==> config.mk <==
export PLATFORM = sky130hd
export DESIGN_NAME = dma_arb_mux
export DESIGN_NICKNAME = d
export VERILOG_FILES = /design/src/rtl/dma_pkg.sv /design/src/rtl/dma_arb_mux_arbiter.sv /design/src/rtl/dma_arb_mux.sv
export SDC_FILE = /design/constraint.sdc
export NUM_CORES = 1
export LEC_CHECK = 0
export BUFFER_PORTS_ARGS = -buffer_cell sky130_fd_sc_hd__buf_4
export CORE_MARGIN = 1.5
export CORE_UTILIZATION = 40
export CTS_CLUSTER_DIAMETER = 150
export DETAILED_ROUTE_END_ITERATION = 12
export PLACE_DENSITY = 0.76
export SYNTH_ARGS = -nofsm -noshare
export SYNTH_HDL_FRONTEND = slang
export SYNTH_SLANG_ARGS = --single-unit
==> constraint.sdc <==
create_clock -name clk -period 3 [get_ports clk]
set_input_delay 0.45 -clock clk [delete_from_list [all_inputs] [get_ports clk]]
set_output_delay 0.45 -clock clk [all_outputs]
set_load 0.02 [all_outputs]
==> src/rtl/dma_pkg.sv <==
// Shared DMA arbitration types, widths and the round-robin search helper.
package dma_pkg;

   typedef enum logic {
      ARB_IDLE   = 1'b0,
      ARB_LOCKED = 1'b1
   } arb_state_e;

   localparam int DMA_DATA_W = 32;
   localparam int DMA_MAX_N  = 16;

   // First set req bit after ptr, wrapping modulo n; ptr itself ranks last.
   function automatic logic [3:0] rr_next(
      input logic [3:0]  ptr,
      input logic [15:0] req,
      input int          n
   );
      logic [3:0] r;
      int         k;
      r = ptr;
      k = 0;
      for (int i = DMA_MAX_N; i >= 1; i--) begin
         if (i <= n) begin
            k = (int'(ptr) + i) % n;
            if (req[k[3:0]]) r = k[3:0];
         end
      end
      return r;
   endfunction

endpackage

==> src/rtl/dma_arb_mux_arbiter.sv <==
// Combinational round-robin arbiter: request vector + pointer -> grant.
module dma_rr_arbiter
   import dma_pkg::*;
#(
   parameter int N_IN  = 4,
   parameter int SEL_W = $clog2(N_IN)
) (
   input  logic [N_IN-1:0]  req,
   input  logic [SEL_W-1:0] ptr,
   output logic [N_IN-1:0]  gnt,
   output logic [SEL_W-1:0] idx,
   output logic             any
);

   assign any = |req;
   assign idx = SEL_W'(rr_next(4'(ptr), 16'(req), N_IN));

   always_comb begin
      gnt = '0;
      if (any) gnt[idx] = 1'b1;
   end

endmodule

==> src/rtl/dma_arb_mux.sv <==
// N-to-1 registered DMA stream mux with packet-locked round-robin grant.
// Define DMA_ARB_MUX_PRIO_EN for fixed lowest-index priority instead.
module dma_arb_mux
   import dma_pkg::*;
#(
   parameter int SIZE  = DMA_DATA_W,
   parameter int N_IN  = 4,
   parameter int SEL_W = $clog2(N_IN)
) (
   input  logic                 clk,
   input  logic                 rst_n,
   input  logic [N_IN-1:0]      in_valid,
   output logic [N_IN-1:0]      in_ready,
   input  logic [N_IN*SIZE-1:0] in_data,
   input  logic [N_IN-1:0]      in_last,
   output logic                 out_valid,
   input  logic                 out_ready,
   output logic [SIZE-1:0]      out_data,
   output logic                 out_last,
   output logic [SEL_W-1:0]     out_sel
);

   arb_state_e       state, nxt;
   logic [SEL_W-1:0] lock_g;
   logic [SEL_W-1:0] ptr;
   logic [SEL_W-1:0] gidx;
   logic [SEL_W-1:0] g;
   logic [N_IN-1:0]  gnt;
   logic             any;
   logic             stage_free;
   logic             accept;
   logic [SIZE-1:0]  bdata;
   logic             blast;

   dma_rr_arbiter #(
      .N_IN  (N_IN),
      .SEL_W (SEL_W)
   ) u_arb (
      .req (in_valid),
      .ptr (ptr),
      .gnt (gnt),
      .idx (gidx),
      .any (any)
   );

   assign stage_free = !out_valid || out_ready;
   assign g          = (state == ARB_LOCKED) ? lock_g : gidx;
   assign accept     = |(in_ready & in_valid);
   assign blast      = in_last[g];

   always_comb begin
      in_ready = '0;
      if (stage_free) begin
         if (state == ARB_LOCKED) in_ready[lock_g] = 1'b1;
         else                     in_ready = gnt;
      end
   end

   always_comb begin
      bdata = '0;
      for (int i = 0; i < N_IN; i++) begin
         if (g == SEL_W'(i)) bdata = in_data[i*SIZE +: SIZE];
      end
   end

   always_comb begin
      nxt = state;
      unique case (state)
         ARB_IDLE:   if (accept && !blast) nxt = ARB_LOCKED;
         ARB_LOCKED: if (accept && blast)  nxt = ARB_IDLE;
         default:    nxt = state;
      endcase
   end

   always_ff @(posedge clk or negedge rst_n) begin
      if (!rst_n) begin
         state  <= ARB_IDLE;
         lock_g <= '0;
      end else begin
         state <= nxt;
         if (accept && state == ARB_IDLE) lock_g <= g;
      end
   end

`ifdef DMA_ARB_MUX_PRIO_EN
   // Pinning the pointer to the top index makes the search start at 0.
   assign ptr = SEL_W'(N_IN-1);
`else
   always_ff @(posedge clk or negedge rst_n) begin
      if (!rst_n)                ptr <= SEL_W'(N_IN-1);
      else if (accept && blast)  ptr <= g;
   end
`endif

   always_ff @(posedge clk or negedge rst_n) begin
      if (!rst_n) begin
         out_valid <= 1'b0;
         out_data  <= '0;
         out_last  <= 1'b0;
         out_sel   <= '0;
      end else if (accept) begin
         out_valid <= 1'b1;
         out_data  <= bdata;
         out_last  <= blast;
         out_sel   <= g;
      end else if (out_ready) begin
         out_valid <= 1'b0;
      end
   end

endmodule

==> results.cfg <==
[power_and_ir_drop]
peakVddDrop_mv = 0.468
leakagePower_nw = 2.25
power_density_mw_per_mm2 = 1210

[route]
wl_per_cell_um = 15.5
drc = 0
drtIter0Drc = 156
routed_via_density = 5.46
ant_nets = 0
vias = 3132
drtPass1Iterations = 4
wirelength_um = 8890

[synth]
synth-seq-area-share_pct = 36.9
ys_ff_latch = 41
syn_area_mm2 = 0.00279
syn_inst = 325
yosysWarnings = 0
synth_edf_count = 0
synthFlopType = dfrtp_1
synth_cell_types = 39
synth_area_per_cell_um2 = 8.57
syn_nets = 464
ys_async_sr_fraction_pct = 100

[sta]
max_freq_ghz = 0.370
period_needed_ns = 2.70
worst_slack_ns = 0.297
maxSlewHeadroom_pct = 59.1
setup_violations = 0
fin_crit_sh_pct = 90.1
hold_violations = 0
finalSetupTns_ns = 0
slew_viol_final = 0
tightestPinTransition_ns = 0.609
clock_skew_ns = 0.00783
rsz0062_at_grt = false

[clock_network]
cts_made_buffers = 5
postCtsSetupBuffers = 0
tritoncts = built
hold_buffers = 0
cts_max_level = 2
cts-resized-gates = 0
clk_pin_slew_worst_paths_ns = 0.08
cts_root_buffer = clkbuf_8
clk-insertion-delay-late_ns = 0.29
cts_sinks = 41
clock_path_buffers = 2

[grt]
grt_pass1_wl_um = 14300
grt_usage_pct = 23.9
grt-ovfl-total = 0
grt_pass1_vias = 3111
antenna_found_initial = 0
grt_max_degree = 59

[setup_path]
required_ns = 3.19
r2r_slack_ns = 0.30
worstPathArrival_ns = 2.90
end_kind = register
reg2reg_depth = 8
startpoint_type = register
critPathMaxFanout = 34
crit_type = register to register

[placement]
place_congestion = 0.850
port_buffers = 178
dp.final_hpwl_um = 6690
pre_cts_slack_ns = 0.349

[cells_and_area]
mostFrequentLayoutCell = buf_4
syn_to_final_growth_pct = 56.7
layout-drive-gt1-share_pct = 42.1
fin_nets = 632
antenna-diode-count = 0
final_cell_mix = 187 x buf_4, 70 x nand2_1, 39 x dfrtp_1

[hold_path]
hold_path_class = input port to async pin

[floorplan]
die_h_um = 86.4
row_count = 30
initial_core_util_pct = 41.2
die-area_mm2 = 0.00747
die_width_um = 86.4
io_pins = 179
core-area_mm2 = 0.00676

[job]
cap_violations = 0

[outcome]
status = finished, final reports clean
[final timing paths]
kind / to / from
worst max-delay path: out_data[5]$_DFFE_PN0P_ / ptr[0]$_DFFE_PN1P_
worst min-delay path: out_data[1]$_DFFE_PN0P_ / rst_n
worst max register to register: out_data[5]$_DFFE_PN0P_ / ptr[0]$_DFFE_PN1P_
worst min register to register: out_data[9]$_DFFE_PN0P_ / out_data[9]$_DFFE_PN0P_
max in group asynchronous: ptr[0]$_DFFE_PN1P_ / rst_n
min in group clk: out_data[9]$_DFFE_PN0P_ / out_data[9]$_DFFE_PN0P_
[through the flow]
stage	util [%]	instance area (um^2)	cells	hold slack [ns]	total power (W)
final	64.6	4370	574	0.122	0.00527
after floorplan	-	2790	325	0.154	0.00354
after detailed placement	62.6	4230	566	0.467	0.00476
after global placement	62.6	4230	566	0.461	0.00470
after global routing	64.6	4370	574	0.165	0.00570
after CTS	64.6	4370	574	0.150	0.00530
[cell usage after synthesis, types with 2 or more instances]
| cell | count | area (um^2) |
|---|---|---|
| nand2_1 | 70 | 263 |
| dfrtp_1 | 39 | 976 |
| a21o_1 | 33 | 248 |
| and2_1 | 33 | 206 |
| a211oi_1 | 32 | 240 |
| a311oi_1 | 32 | 280 |
| clkbuf_1 | 16 | 60.1 |
| buf_2 | 9 | 45.0 |
| nor2_1 | 9 | 33.8 |
| nand2b_1 | 4 | 25.0 |
| nand3_1 | 4 | 20.0 |
| o31ai_1 | 4 | 30.0 |
| a21oi_1 | 3 | 15.0 |
| nand4_1 | 3 | 18.8 |
| o21ai_0 | 3 | 15.0 |
| a211o_1 | 2 | 17.5 |
| a32oi_1 | 2 | 17.5 |
| and3_1 | 2 | 12.5 |
| buf_1 | 2 | 7.51 |
| dfstp_2 | 2 | 52.6 |
| inv_1 | 2 | 7.51 |
| mux2_2 | 2 | 22.5 |
[logic make-up after synthesis]
family                 share of synthesized area [%]
AOI/OAI and AO/OA                               33.2
DFF                                             36.9
buffers and inverters                           4.72
and+or+nand+nor                                 22.7
muxes                                           2.38
[where the power goes]
| part | switching [W] | internal [W] | total [W] |
|---|---|---|---|
| Combinational | 0.00208 | 0.00159 | 0.00367 |
| Sequential | 0.000199 | 0.000874 | 0.00107 |
| Clock | 0.000197 | 0.000331 | 0.000528 |
[flip-flops by register name, indices dropped and copies added (netlist names), named ones only]
register	count
out_data	32
out_valid	1
ptr	2
lock_g	2
out_last	1
out_sel	2
[layer usage]
layer | wire length (um) | track usage [%] | vias up | share of wire [%]
met2 | 4380 | 42.0 | 123 | 49
met1 | 3670 | 29.0 | 1453 | 41
li1 | - | - | 1541 | -
met3 | 666 | 5.71 | 15 | 7.5
met5 | 0 | 0 | - | 0
met4 | 162 | 6.74 | 0 | 1.8
[final cells by class]
class | instances | area (um^2)
fillers | 580 | 2390
multi-input cells | 253 | 1650
inverters | 3 | 11.3
well taps | 80 | 100
flip-flops and latches | 41 | 1030
clock inverters | 3 | 65.1
clock buffers | 5 | 68.8
repair buffers | 189 | 1440
[critical path, stage by stage, from the launching register on]
cell and delay (ns):
dfstp_2 0.57, nand2b_1 0.13, o21ai_1 0.10, a221oi_2 0.39
o31ai_1 0.22, nor4_4 0.49, buf_4 0.41, a311oi_1 0.10
a21o_1 0.17
No activity file was read; power rests on OpenSTA's default activity.
